--- config.mk ---
export PLATFORM = sky130hd
export DESIGN_NAME = alu_writeback_flat
export DESIGN_NICKNAME = d
export VERILOG_FILES = /design/src/rtl/alu_writeback_if.sv /design/src/rtl/alu_writeback.sv /design/src/flat_wrapper.sv
export SDC_FILE = /design/constraint.sdc
export NUM_CORES = 1
export LEC_CHECK = 0
export ABC_AREA = 0
export CAP_MARGIN = 20
export CORE_MARGIN = 8
export CORE_UTILIZATION = 44
export DETAILED_ROUTE_END_ITERATION = 7
export HOLD_SLACK_MARGIN = 0.02
export MAX_ROUTING_LAYER = met4
export PLACE_DENSITY = 0.8
export SETUP_SLACK_MARGIN = 0.4
export SLEW_MARGIN = 20
export SYNTH_ARGS = -nofsm -noshare
export SYNTH_HDL_FRONTEND = slang
export SYNTH_SLANG_ARGS = --single-unit
--- constraint.sdc ---
create_clock -name clk -period 2.9 [get_ports clk]
set_input_delay 0.725 -clock clk [delete_from_list [all_inputs] [get_ports clk]]
set_output_delay 0.725 -clock clk [all_outputs]
set_load 0.005 [all_outputs]
--- src/rtl/alu_writeback_if.sv ---
// Byte-wide memory write bus leaving the writeback stage.
// A beat transfers on a rising edge where mem_valid && mem_ready; once raised, mem_valid,
// mem_addr and mem_wdata hold steady until that edge, and mem_ready is ignored while mem_valid=0.
interface alu_writeback_if;
    logic        mem_valid;
    logic        mem_ready;
    logic [15:0] mem_addr;
    logic [7:0]  mem_wdata;

    modport master (output mem_valid, output mem_addr, output mem_wdata, input mem_ready);
    modport slave  (input mem_valid, input mem_addr, input mem_wdata, output mem_ready);
endinterface

--- src/rtl/alu_writeback.sv ---
// Writeback stage after the f8 ALU: registered register-file write, byte-serial
// little-endian memory write, C/Z/N flag update and a retired-instruction counter.
module alu_writeback (
    input  logic                  clk,
    input  logic                  reset,
    input  logic                  in_valid,
    output logic                  in_ready,
    input  logic [15:0]           result_reg,
    input  logic [15:0]           result_mem,
    input  logic                  z_in,
    input  logic                  n_in,
    input  logic                  c_in,
    input  logic                  wide,
    input  logic                  wr_reg,
    input  logic [2:0]            reg_addr,
    input  logic                  wr_mem,
    input  logic [15:0]           mem_addr_in,
    input  logic [2:0]            flags_we,
    output logic                  rf_we,
    output logic                  rf_wide,
    output logic [2:0]            rf_addr,
    output logic [15:0]           rf_wdata,
    alu_writeback_if.master       mem,
    output logic                  flag_c,
    output logic                  flag_z,
    output logic                  flag_n,
    output logic [15:0]           retire_count,
    output logic [1:0]            dbg_state
);

    typedef enum logic [1:0] {
        IDLE   = 2'd0,
        MEM_LO = 2'd1,
        MEM_HI = 2'd2
    } state_t;

    state_t      state_q, state_d;
    logic        wide_q, wide_d;
    logic [15:0] addr_q, addr_d;
    logic [15:0] data_q, data_d;
    logic        rf_we_q, rf_we_d;
    logic        rf_wide_q, rf_wide_d;
    logic [2:0]  rf_addr_q, rf_addr_d;
    logic [15:0] rf_wdata_q, rf_wdata_d;
    logic        flag_c_q, flag_c_d;
    logic        flag_z_q, flag_z_d;
    logic        flag_n_q, flag_n_d;
    logic [15:0] retire_q, retire_d;

    logic accept;
    logic retire_inc;

    always_comb begin
        state_d    = state_q;
        wide_d     = wide_q;
        addr_d     = addr_q;
        data_d     = data_q;
        rf_we_d    = 1'b0;
        rf_wide_d  = rf_wide_q;
        rf_addr_d  = rf_addr_q;
        rf_wdata_d = rf_wdata_q;
        flag_c_d   = flag_c_q;
        flag_z_d   = flag_z_q;
        flag_n_d   = flag_n_q;
        retire_inc = 1'b0;
        accept     = in_valid && (state_q == IDLE);

        if (accept) begin
            if (flags_we[2]) flag_c_d = c_in;
            if (flags_we[1]) flag_z_d = z_in;
            if (flags_we[0]) flag_n_d = n_in;
            if (wr_reg) begin
                rf_we_d    = 1'b1;
                rf_wide_d  = wide;
                rf_addr_d  = reg_addr;
                rf_wdata_d = wide ? result_reg : {8'h00, result_reg[7:0]};
            end
            if (wr_mem) begin
                wide_d = wide;
                addr_d = mem_addr_in;
                data_d = result_mem;
            end
        end

        case (state_q)
            IDLE: begin
                if (accept) begin
                    if (wr_mem) state_d = MEM_LO;
                    else        retire_inc = 1'b1;
                end
            end
            MEM_LO: begin
                if (mem.mem_ready) begin
                    if (wide_q) begin
                        state_d = MEM_HI;
                    end else begin
                        state_d    = IDLE;
                        retire_inc = 1'b1;
                    end
                end
            end
            MEM_HI: begin
                if (mem.mem_ready) begin
                    state_d    = IDLE;
                    retire_inc = 1'b1;
                end
            end
            default: state_d = IDLE;
        endcase

        retire_d = retire_inc ? retire_q + 16'd1 : retire_q;
    end

    always_ff @(posedge clk or posedge reset) begin
        if (reset) begin
            state_q    <= IDLE;
            wide_q     <= 1'b0;
            addr_q     <= 16'h0000;
            data_q     <= 16'h0000;
            rf_we_q    <= 1'b0;
            rf_wide_q  <= 1'b0;
            rf_addr_q  <= 3'd0;
            rf_wdata_q <= 16'h0000;
            flag_c_q   <= 1'b0;
            flag_z_q   <= 1'b0;
            flag_n_q   <= 1'b0;
            retire_q   <= 16'h0000;
        end else begin
            state_q    <= state_d;
            wide_q     <= wide_d;
            addr_q     <= addr_d;
            data_q     <= data_d;
            rf_we_q    <= rf_we_d;
            rf_wide_q  <= rf_wide_d;
            rf_addr_q  <= rf_addr_d;
            rf_wdata_q <= rf_wdata_d;
            flag_c_q   <= flag_c_d;
            flag_z_q   <= flag_z_d;
            flag_n_q   <= flag_n_d;
            retire_q   <= retire_d;
        end
    end

    // Beat outputs decode straight from state so reset drops mem_valid without waiting for a clock.
    assign in_ready      = (state_q == IDLE);
    assign mem.mem_valid = (state_q != IDLE);
    assign mem.mem_addr  = (state_q == MEM_HI) ? addr_q + 16'd1 : addr_q;
    assign mem.mem_wdata = (state_q == MEM_HI) ? data_q[15:8] : data_q[7:0];

    assign rf_we        = rf_we_q;
    assign rf_wide      = rf_wide_q;
    assign rf_addr      = rf_addr_q;
    assign rf_wdata     = rf_wdata_q;
    assign flag_c       = flag_c_q;
    assign flag_z       = flag_z_q;
    assign flag_n       = flag_n_q;
    assign retire_count = retire_q;
    assign dbg_state    = state_q;

endmodule

--- src/flat_wrapper.sv ---
// flat-port wrapper written by rule: the top's interface ports become plain ports
module alu_writeback_flat 
  (clk, reset, in_valid, in_ready, result_reg, result_mem, z_in, n_in, c_in, wide, wr_reg, reg_addr, wr_mem, mem_addr_in, flags_we, rf_we, rf_wide, rf_addr, rf_wdata, flag_c, flag_z, flag_n, retire_count, dbg_state, mem_mem_valid, mem_mem_addr, mem_mem_wdata, mem_mem_ready);
  alu_writeback_if mem_i ();
  input  logic clk;
  input  logic reset;
  input  logic in_valid;
  output logic in_ready;
  input  logic [15:0] result_reg;
  input  logic [15:0] result_mem;
  input  logic z_in;
  input  logic n_in;
  input  logic c_in;
  input  logic wide;
  input  logic wr_reg;
  input  logic [2:0] reg_addr;
  input  logic wr_mem;
  input  logic [15:0] mem_addr_in;
  input  logic [2:0] flags_we;
  output logic rf_we;
  output logic rf_wide;
  output logic [2:0] rf_addr;
  output logic [15:0] rf_wdata;
  output logic flag_c;
  output logic flag_z;
  output logic flag_n;
  output logic [15:0] retire_count;
  output logic [1:0] dbg_state;
  output wire logic [$bits(mem_i.mem_valid)-1:0] mem_mem_valid;
  output wire logic [$bits(mem_i.mem_addr)-1:0] mem_mem_addr;
  output wire logic [$bits(mem_i.mem_wdata)-1:0] mem_mem_wdata;
  input wire logic [$bits(mem_i.mem_ready)-1:0] mem_mem_ready;
  assign mem_mem_valid = mem_i.mem_valid;
  assign mem_mem_addr = mem_i.mem_addr;
  assign mem_mem_wdata = mem_i.mem_wdata;
  assign mem_i.mem_ready = mem_mem_ready;
  alu_writeback u_core (.clk(clk), .reset(reset), .in_valid(in_valid), .in_ready(in_ready), .result_reg(result_reg), .result_mem(result_mem), .z_in(z_in), .n_in(n_in), .c_in(c_in), .wide(wide), .wr_reg(wr_reg), .reg_addr(reg_addr), .wr_mem(wr_mem), .mem_addr_in(mem_addr_in), .flags_we(flags_we), .rf_we(rf_we), .rf_wide(rf_wide), .rf_addr(rf_addr), .rf_wdata(rf_wdata), .mem(mem_i), .flag_c(flag_c), .flag_z(flag_z), .flag_n(flag_n), .retire_count(retire_count), .dbg_state(dbg_state));
endmodule
; ---- After elaboration in Yosys (flattened, before gate mapping)
; Index checks and enable logic that the tools add are counted.
[op_classes]
addsub = 2
n_eq_ne = 6
n_mux = 17
n_reduce_logical = 9
[ops]
columns = cell, n
row1 = "adder 16 x 1 -> 16 bit, second input constant", 2
row2 = two-way mux 16 bit, 2
row3 = two-way mux 2 bit, 5
row4 = AND reduction 2 bit, 5
row5 = two-way mux 8 bit, 1
row6 = two-way mux 1 bit, 7
row7 = one-hot mux 2 bit (3 select lines), 1
row8 = "inequality test 2 x 1 -> 1 bit, second input constant", 2
row9 = "inequality test 2 bit, second input constant", 2
row10 = AND reduction 4 bit, 1
row11 = one-hot mux 1 bit (3 select lines), 1
row12 = "equality test 2 x 1 -> 1 bit, second input constant", 1
row13 = "equality test 2 bit, second input constant", 1
row14 = zero test 2 bit, 1
row15 = nonzero test 2 bit, 1
row16 = logical AND 1 bit, 1
[totals]
register_bits = 75
inputBits = 64
word_cells = 46

; ---- Depth between registers and ports, before layout
; Gate-level depths: netlist of the first run.
[logic_depth]
depth_word = 4
depth_mapped = 7

; ---- Least setup slack after synthesis of the first run
; Ideal clock, no wire load.
[synth_timing]
path_kind = register -> output
startpoint = register u_core.state_q[0] (netlist: u_core.dbg_state[0])
endpoint = output port mem_mem_addr[10]
arrival_ps = 1268
required_time_ps = 2175
path_slack_ps = 907
path_stages_with_launch = 7
path_buffers = 2
cell_sequence = dfrtp_1 buf_6 and4b_1 clkbuf_1 nand2_1 nor2_1 xor2_1
[synth_between]
elab_chain_cells = 2
[synth_rtl]
columns = element, line_no
row1 = "start, declared", alu_writeback.sv:37  ; state_t state_q, state_d;
row2 = "start signal, assigned", alu_writeback.sv:129  ; state_q <= state_d;
row3 = equality test 2 bit, alu_writeback.sv:147  ; assign mem.mem_addr = (state_q == MEM_HI) ? addr_q + 16'd1 : addr_q;
row4 = two-way mux 16 bit, alu_writeback.sv:147
row5 = "end, declared", flat_wrapper.sv:30  ; output wire logic [$bits(mem_i.mem_addr)-1:0] mem_mem_addr;
; No other way between the ends.

; ---- Final worst setup path of the first run
[layout_timing]
startpoint = register u_core.state_q[1] (netlist: u_core.dbg_state[1])
endpoint = output port mem_mem_addr[12]
; The elaborated chain is that of the path after synthesis.

==> metrics.md, run 1 <==
| Metric | Value |
|---|---|
| Max VDD drop | `0.0004820 V` |
| Crit share post-route | `between 80 and 90%` |
| Post-Synthesis Net Count | `roughly 360` |
| Floorplan row count | `32` |
| Worst setup EP type | `output pin` |
| Initial drt markers | `56` |
| Achievable Freq | `0.3918 GHz` |
| Post-synth EDFFs | `0` |
| Library cell contributing the largest single delay on the critical path | `dfrtp_1` |
| Commonest non-fill, non-tap cell in the layout | `clkdlybuf4s50_1` |
| Setup TNS | `0 ns` |
| Number of fill cells in the layout | `609` |
| Total core area | `between 7000 and 8000 sq um` |
| Count of warnings emitted by yosys | `0` |
| Sw Share | `around a third` |
| Total track usage | `approximately 17%` |
| Die width | `105.3 um` |
| Final Net Count | `522` |
| Internal power contribution | `approximately 2600 uW` |
| Setup violation total in the final timing report | `0` |
| CP peak stage delay | `~0.4 ns` |
| Proportion of synthesized flip-flops having asynchronous set or reset | `100.0%` |
| Ports placed on the boundary | `approximately 130` |
| Placed Cells incl. Taps | `roughly 520` |
| Cell repeated most along the worst path | `buf_4` |
| Layout overhead on the synthesized area | `51.91%` |
| Number of synthesized register bits | `75` |
| Routed WL per cell | `~16 um` |
| Transition time at the pin with the least slew margin | `~0.66 ns` |
| DP HPWL | `roughly 6600 um` |
| Clock power frac | `between 10% and 20%` |
| Run status | `completed` |
| CP max FO | `10` |
| Number of clock sinks | `75` |
| Hold Violations, Final | `0` |
| Cell-by-cell listing of the critical path | `buf_4, and4b_2, buf_4, buf_4, nand3_1, xnor2_1, buf_2` |
| Vias in the first global route | `3046` |
| Switching power total | `between 1000 and 1500 uW` |
| Pre-antenna DRT Iters | `4` |
| Register area | `about 1900 sq um` |
| Fraction of power consumed by combinational cells | `between 40% and 50%` |
| Setup slack of the critical path after layout | `roughly 0.35 ns` |
| Share of post-route cells with drive strength above 1 | `roughly a quarter` |
| Count of nets left with antenna violations after detail routing | `0` |
| Leading cell types in the layout, fill and taps excluded | `clkdlybuf4s50_1 (107), dfrtp_1 (74), nand2_1 (57)` |
| DRC violation count after routing | `0` |
| Final worst clock skew | `around 0.012 ns` |
| Predominant post-synthesis flop cell | `dfrtp_1` |
| Global placement routability congestion | `approximately 0.77` |
| Maximum level of the CTS H-tree | `3` |
| Max Slew Vio Count | `0` |
| Post-DR vias/cell | `4.984` |
| Kind of start point of the critical path | `flip-flop` |
| Initial cell density of the core | `45.39%` |
| Per-instance average area after synthesis | `11.81 sq um` |
| Antenna diode count | `0` |
| Clk Latency, worst-skew pair | `between 0.3 and 0.4 ns` |
| Via count | `around 2800` |
| Drt total wl | `9260 um` |
| Sequential share of the synthesized area | `a little over half` |
| Maximum Capacitance Violations | `0` |
| RSZ-0062 raised after global routing | `true` |
| Clock-pin transition on the worst setup and hold timing paths | `approximately 0.080 ns` |
| Static power due to leakage | `approximately 0.0024 uW` |
| Antenna violations before repair | `0` |
| Global-route congestion overflow total | `0` |
| CTS tree | `done` |
| Number of buffers created by CTS | `9` |
| Syn Std Cell Area | `approximately 3500 sq um` |
| First-pass GRT wire length | `15170 um` |
| Number of non-filler instances in the completed layout | `roughly 560` |
| Height of the die | `~110 um` |
| Multi-input gate area | `between 1500 and 2000 sq um` |
| Post-synthesis instance total | `around 300` |
| Worst setup path class | `flip-flop to output pin` |
| Maximum number of pins on one net before global-route repair | `48` |
| Post-synth cell types | `36` |
| Class of the most critical hold timing path | `flip-flop to flip-flop` |
| Floorplan die area | `11080 sq um` |
| PD cells | `between 700 and 800 nW/um^2` |
| Max transition margin | `55.63%` |
| Maximum buffer depth of the clock tree | `2` |
| Part of the power in registers | `between 40% and 50%` |
| Clk Tree Root Cell | `clkbuf_8` |
| Critical path data required time | `between 2 and 2.5 ns` |
| Place WS | `around 0.26 ns` |
| Arrival time of the worst setup path | `between 1.5 and 2 ns` |
| Final hold slack | `roughly 0.48 ns` |
| PortBufs | `131` |
| Time the final worst path needs with I/O delays and setup | `approximately 2.6 ns` |
sequential cells by signal, indices dropped and copies added, names as in the netlist:
| signal | flops |
|---|---|
| u_core.addr_q | 16 |
| u_core.data_q | 16 |
| u_core.dbg_state | 2 |
| u_core.flag_c | 1 |
| u_core.flag_n | 1 |
| u_core.flag_z | 1 |
| u_core.retire_count | 16 |
| u_core.rf_addr | 3 |
| u_core.rf_wdata | 16 |
| u_core.rf_we | 1 |
| u_core.rf_wide | 1 |
| u_core.wide_q | 1 |
worst max-delay path, delay by kind of cell, from the launching register on:
family,cells,cell delay (ns)
xor gates and xnor gates,1,0.12
buffers and inverters,4,0.60
DFF,1,0.39
and+or+nand+nor,2,0.39
cell type report:
type                            count  area share (%)
Inverter                            7          0.5636
Sequential cell                    75           35.25
Clock inverter                      7          0.8455
Timing Repair Buffer              161           28.75
Multi-Input combinational cell    202           29.87
Clock buffer                        9           2.325
Tap cell                          102           2.395
cells by family after synthesis:
family                   after synthesis  synth area share, %
flip-flops                            75                53.51
buffers and inverters                 20                2.925
AO/OA/AOI/OAI                         12                2.319
adder cells (fa/ha/maj)                2               0.7134
multiplexers                          47                15.09
XOR/XNOR                              30                7.492
AND/OR/NAND/NOR                      111                17.95
routing by layer:
layer  GRT usage, %  up-vias  wire, um  part of all wire [%]
met2          28.15       86      4690                    51
met4          5.301        0       155                   1.7
met3          5.603       13       551                   6.0
li1               -     1331         -                     -
met5              -        -         0                     0
met1          19.62     1376      3863                    42
power by group through the flow:
stage	logic, uW	registers (uW)	clock network, uW
after floorplan	601	1590	0
after global placement	1400	1600	0
after detailed placement	1430	1620	0
after CTS	1510	1570	720
after global routing	1650	1610	766
final	1510	1570	697
path summary, 6_finish.rpt:
kind / from / end / slack [ns] / depth (start not counted)
min in group asynchronous: reset / u_core.data_q[5]$_DFFE_PP0P_ / 0.82 / 2
max in group asynchronous: reset / u_core.retire_count[3]$_DFFE_PP0P_ / 1.42 / 3
worst max register to register: u_core.dbg_state[0]$_DFFE_PP0P_ / u_core.retire_count[12]$_DFFE_PP0P_ / 1.06 / 6
worst min register to register: u_core.retire_count[15]$_DFFE_PP0P_ / u_core.retire_count[15]$_DFFE_PP0P_ / 0.48 / 1
worst min-delay path: u_core.retire_count[15]$_DFFE_PP0P_ / u_core.retire_count[15]$_DFFE_PP0P_ / 0.48 / 1
worst max-delay path: u_core.dbg_state[1]$_DFFE_PP0P_ / mem_mem_addr[12] / 0.35 / 7
synth_stat cells, types with 2 or more instances:
library cell,count,area (sq um)
nor3b_2,2,25.02
and4_1,4,35.03
mux2_2,25,281.5
xor2_1,14,122.6
xnor2_1,16,140.1
nor4b_4,2,47.55
nor2_1,7,26.28
ha_1,2,25.02
nor3_2,5,50.05
nand4_1,6,37.54
inv_1,7,26.28
nor4_1,2,12.51
mux2_1,22,247.7
buf_4,5,37.54
clkbuf_1,5,18.77
o21ai_0,11,55.05
nand2_1,57,214.0
nand3_1,13,65.06
dfrtp_1,75,1877
repair_timing:
action,in CTS,in global routing
pin swaps,11,15
hold buffers,0,0
hold endpoints to repair,0,0
setup buffers,19,4
resized for setup,50,25
setup endpoints to repair,24,23
gates cloned,0,0
stage by stage:
step	util [%]	area [sq um]	power, uW
detailed placement	64.07	4951	3047
CTS	68.07	5260	3799
global placement	64.07	4951	3002
global route	68.94	5328	4030
floorplan	-	3511	2191
finish	68.94	5328	3776
No activity file was read; power rests on OpenSTA's default activity.
==> run 2, diff against run 1 <==
- CORE_ASPECT_RATIO: unset -> 2
==> metrics.md, run 2 (synthesis gave the netlist of run 1 again) <==
| Metric | Value |
|---|---|
| Worst setup EP type | `output pin` |
| Critical path data required time | `2.17 ns (about the same)` |
| Max transition margin | `61.82% (+6.2 points)` |
| Pre-antenna DRT Iters | `4 (unchanged)` |
| Time the final worst path needs with I/O delays and setup | `2.635 ns (+0.08211 ns)` |
| CP max FO | `3 (-7)` |
| PD cells | `792.3 nW/um^2 (+12%)` |
| Multi-input gate area | `1608 sq um (+1.0%)` |
| Via count | `2893 (+3.1%)` |
| Static power due to leakage | `0.002546 uW (+6.5%)` |
| Antenna violations before repair | `0 (unchanged)` |
| Crit share post-route | `90.85% (+2.8 points)` |
| Transition time at the pin with the least slew margin | `0.5714 ns (-0.09267 ns)` |
| Slack of the worst reg-to-reg path | `1.04 ns (-0.02 ns)` |
| Post-DR vias/cell | `5.102 (+2.4%)` |
| First-pass GRT wire length | `14670 um (-3.3%)` |
| Global-route congestion overflow total | `0 (unchanged)` |
| Initial cell density of the core | `44.80% (-0.58 points)` |
| Commonest non-fill, non-tap cell in the layout | `clkdlybuf4s50_1` |
| Max VDD drop | `0.0006263 V (+30%)` |
| Share of post-route cells with drive strength above 1 | `23.78% (+0.13 points)` |
| Register area | `1878 sq um (unchanged)` |
| Setup violation total in the final timing report | `0 (unchanged)` |
| Number of fill cells in the layout | `572 (-6.1%)` |
| Kind of start point of the critical path | `flip-flop` |
| DP HPWL | `6588 um (about the same)` |
| Number of non-filler instances in the completed layout | `567 (+0.71%)` |
| PortBufs | `131 (unchanged)` |
| Run status | `completed` |
| Drt total wl | `9675 um (+4.5%)` |
| Maximum level of the CTS H-tree | `3 (unchanged)` |
| Clock-pin transition on the worst setup and hold timing paths | `0.06 ns (-0.02 ns)` |
| Setup TNS | `0 ns (unchanged)` |
| Clk Latency, worst-skew pair | `0.33 ns (about the same)` |
| Number of clock sinks | `75 (unchanged)` |
| Number of hold buffers added after cts | `0 (unchanged)` |
| Launch instance of the worst register-to-register path | `u_core.dbg_state[0]$_DFFE_PP0P_` |
| Maximum Capacitance Violations | `0 (unchanged)` |
| Routed WL per cell | `17.06 um (+3.7%)` |
| Maximum buffer depth of the clock tree | `2 (unchanged)` |
| Leading cell types in the layout, fill and taps excluded | `clkdlybuf4s50_1 (107), dfrtp_1 (74), nand2_1 (56)` |
| Global placement routability congestion | `0.8075 (+5.4%)` |
| CTS tree | `done` |
| Placed Cells incl. Taps | `519 (-0.95%)` |
| Origin of the worst setup path | `u_core.addr_q[6]$_DFFE_PP0P_` |
| Endpoint of the most critical setup path | `mem_mem_addr[15]` |
| Final hold slack | `0.4810 ns (+0.004051 ns)` |
| Antenna diode count | `0 (unchanged)` |
| Worst reg2reg path endpoint | `u_core.retire_count[12]$_DFFE_PP0P_` |
| Layout overhead on the synthesized area | `60.36%` |
| Height of the die | `142.3 um (+35%)` |
| Worst Reg-to-Reg Cells | `6 (unchanged)` |
| Number of buffers created by CTS | `9 (unchanged)` |
| Clk Tree Root Cell | `clkbuf_16` |
| Total track usage | `17.12% (-0.087 points)` |
| Ports placed on the boundary | `132 (unchanged)` |
| DRC violation count after routing | `0 (unchanged)` |
| RSZ-0062 raised after global routing | `true` |
| Floorplan die area | `11260 sq um (+1.6%)` |
| Class of the most critical hold timing path | `flip-flop to flip-flop` |
| Total core area | `7828 sq um (+1.3%)` |
| Final Net Count | `532 (+1.9%)` |
| Vias in the first global route | `2988 (-1.9%)` |
| Worst setup path class | `flip-flop to output pin` |
| Die width | `79.13 um (-25%)` |
| Achievable Freq | `0.3796 GHz (-3.1%)` |
| Hold Violations, Final | `0 (unchanged)` |
| Final worst clock skew | `0.005346 ns (-0.006180 ns)` |
| Floorplan row count | `46 (+44%)` |
| Count of nets left with antenna violations after detail routing | `0 (unchanged)` |
| Maximum number of pins on one net before global-route repair | `37 (-23%)` |
| Initial drt markers | `144 (+160%)` |
| Max Slew Vio Count | `0 (unchanged)` |
| Arrival time of the worst setup path | `1.91 ns (+0.08 ns)` |
run 2: cell count changes in the layout (fill, tap and decap cells not counted), sizes merged:
cell / before / now
dlygate4sd2: 3 / 9
clkinvlp: 5 / 1
bufinv: 0 / 3
buf: 38 / 40
clkbuf: 13 / 15
clkinv: 3 / 2
dlymetal6s2s: 9 / 10
nand2b: 1 / 2
run 2: where the power goes:
group          total, uW  leakage (uW)  internal (uW)  switching, uW
combinational       1580       0.00147            967            613
sequential          1590      0.000907           1370            227
clock               1280      0.000169            861            423
run 2: metrics by stage:
step	instance area (sq um)	total power [uW]	worst slack [ns]	utilization, %
4_1_cts	5444	4406	0.2528	69.55
5_1_grt	5624	4706	0.1778	71.85
6_report	5624	4456	0.2654	71.85
2_1_floorplan	3511	2191	0.9073	-
3_5_place_dp	4951	3049	0.2136	63.25
3_3_place_gp	4951	3003	0.2515	63.25
run 2: what timing repair did:
item                                   4_1_cts  5_1_grt
setup endpoints to repair                   24       20
gates resized for setup                     30       28
gates cloned                                 1        0
endpoints found under the hold margin        0        0
pin swaps                                    8        9
buffers inserted                            16       15
run 2: layer usage:
layer / global-route usage (%) / wire length [um] / vias up
li1: - / - / 1345
met1: 20.43 / 4209 / 1395
met2: 25.64 / 4560 / 137
met3: 5.886 / 780 / 16
met4: 7.080 / 125 / 0
met5: - / 0 / -
run 2: cell type report:
| type | instances | area share (%) |
|---|---|---|
| flip-flops and latches | 75 | 33.39 |
| repair buffers | 170 | 29.25 |
| multi-input cells | 203 | 28.59 |
| clock buffers | 11 | 4.316 |
| well taps | 96 | 2.136 |
| clock inverters | 5 | 1.780 |
| inverters | 7 | 0.5339 |
run 2: worst min-delay path by stage:
stage	start	endpoint	slack (ns)	cells past startpoint
2_1_floorplan	u_core.data_q[0]$_DFFE_PP0P_	u_core.data_q[0]$_DFFE_PP0P_	0.46	1
3_3_place_gp	u_core.rf_wdata[8]$_DFFE_PP0P_	u_core.rf_wdata[8]$_DFFE_PP0P_	0.46	2
3_5_place_dp	u_core.data_q[5]$_DFFE_PP0P_	u_core.data_q[5]$_DFFE_PP0P_	0.47	1
4_1_cts	u_core.data_q[5]$_DFFE_PP0P_	u_core.data_q[5]$_DFFE_PP0P_	0.49	1
5_1_grt	u_core.retire_count[6]$_DFFE_PP0P_	u_core.retire_count[6]$_DFFE_PP0P_	0.50	1
6_report	u_core.retire_count[15]$_DFFE_PP0P_	u_core.retire_count[15]$_DFFE_PP0P_	0.48	1
run 2: critical path, cell delays in order (launching register included):
cell	delay, ns
dfrtp_1	0.38
nand4_1	0.21
buf_4	0.21
nor4_4	0.25
nand3_1	0.13
xnor2_1	0.13
dlygate4sd2_1	0.26
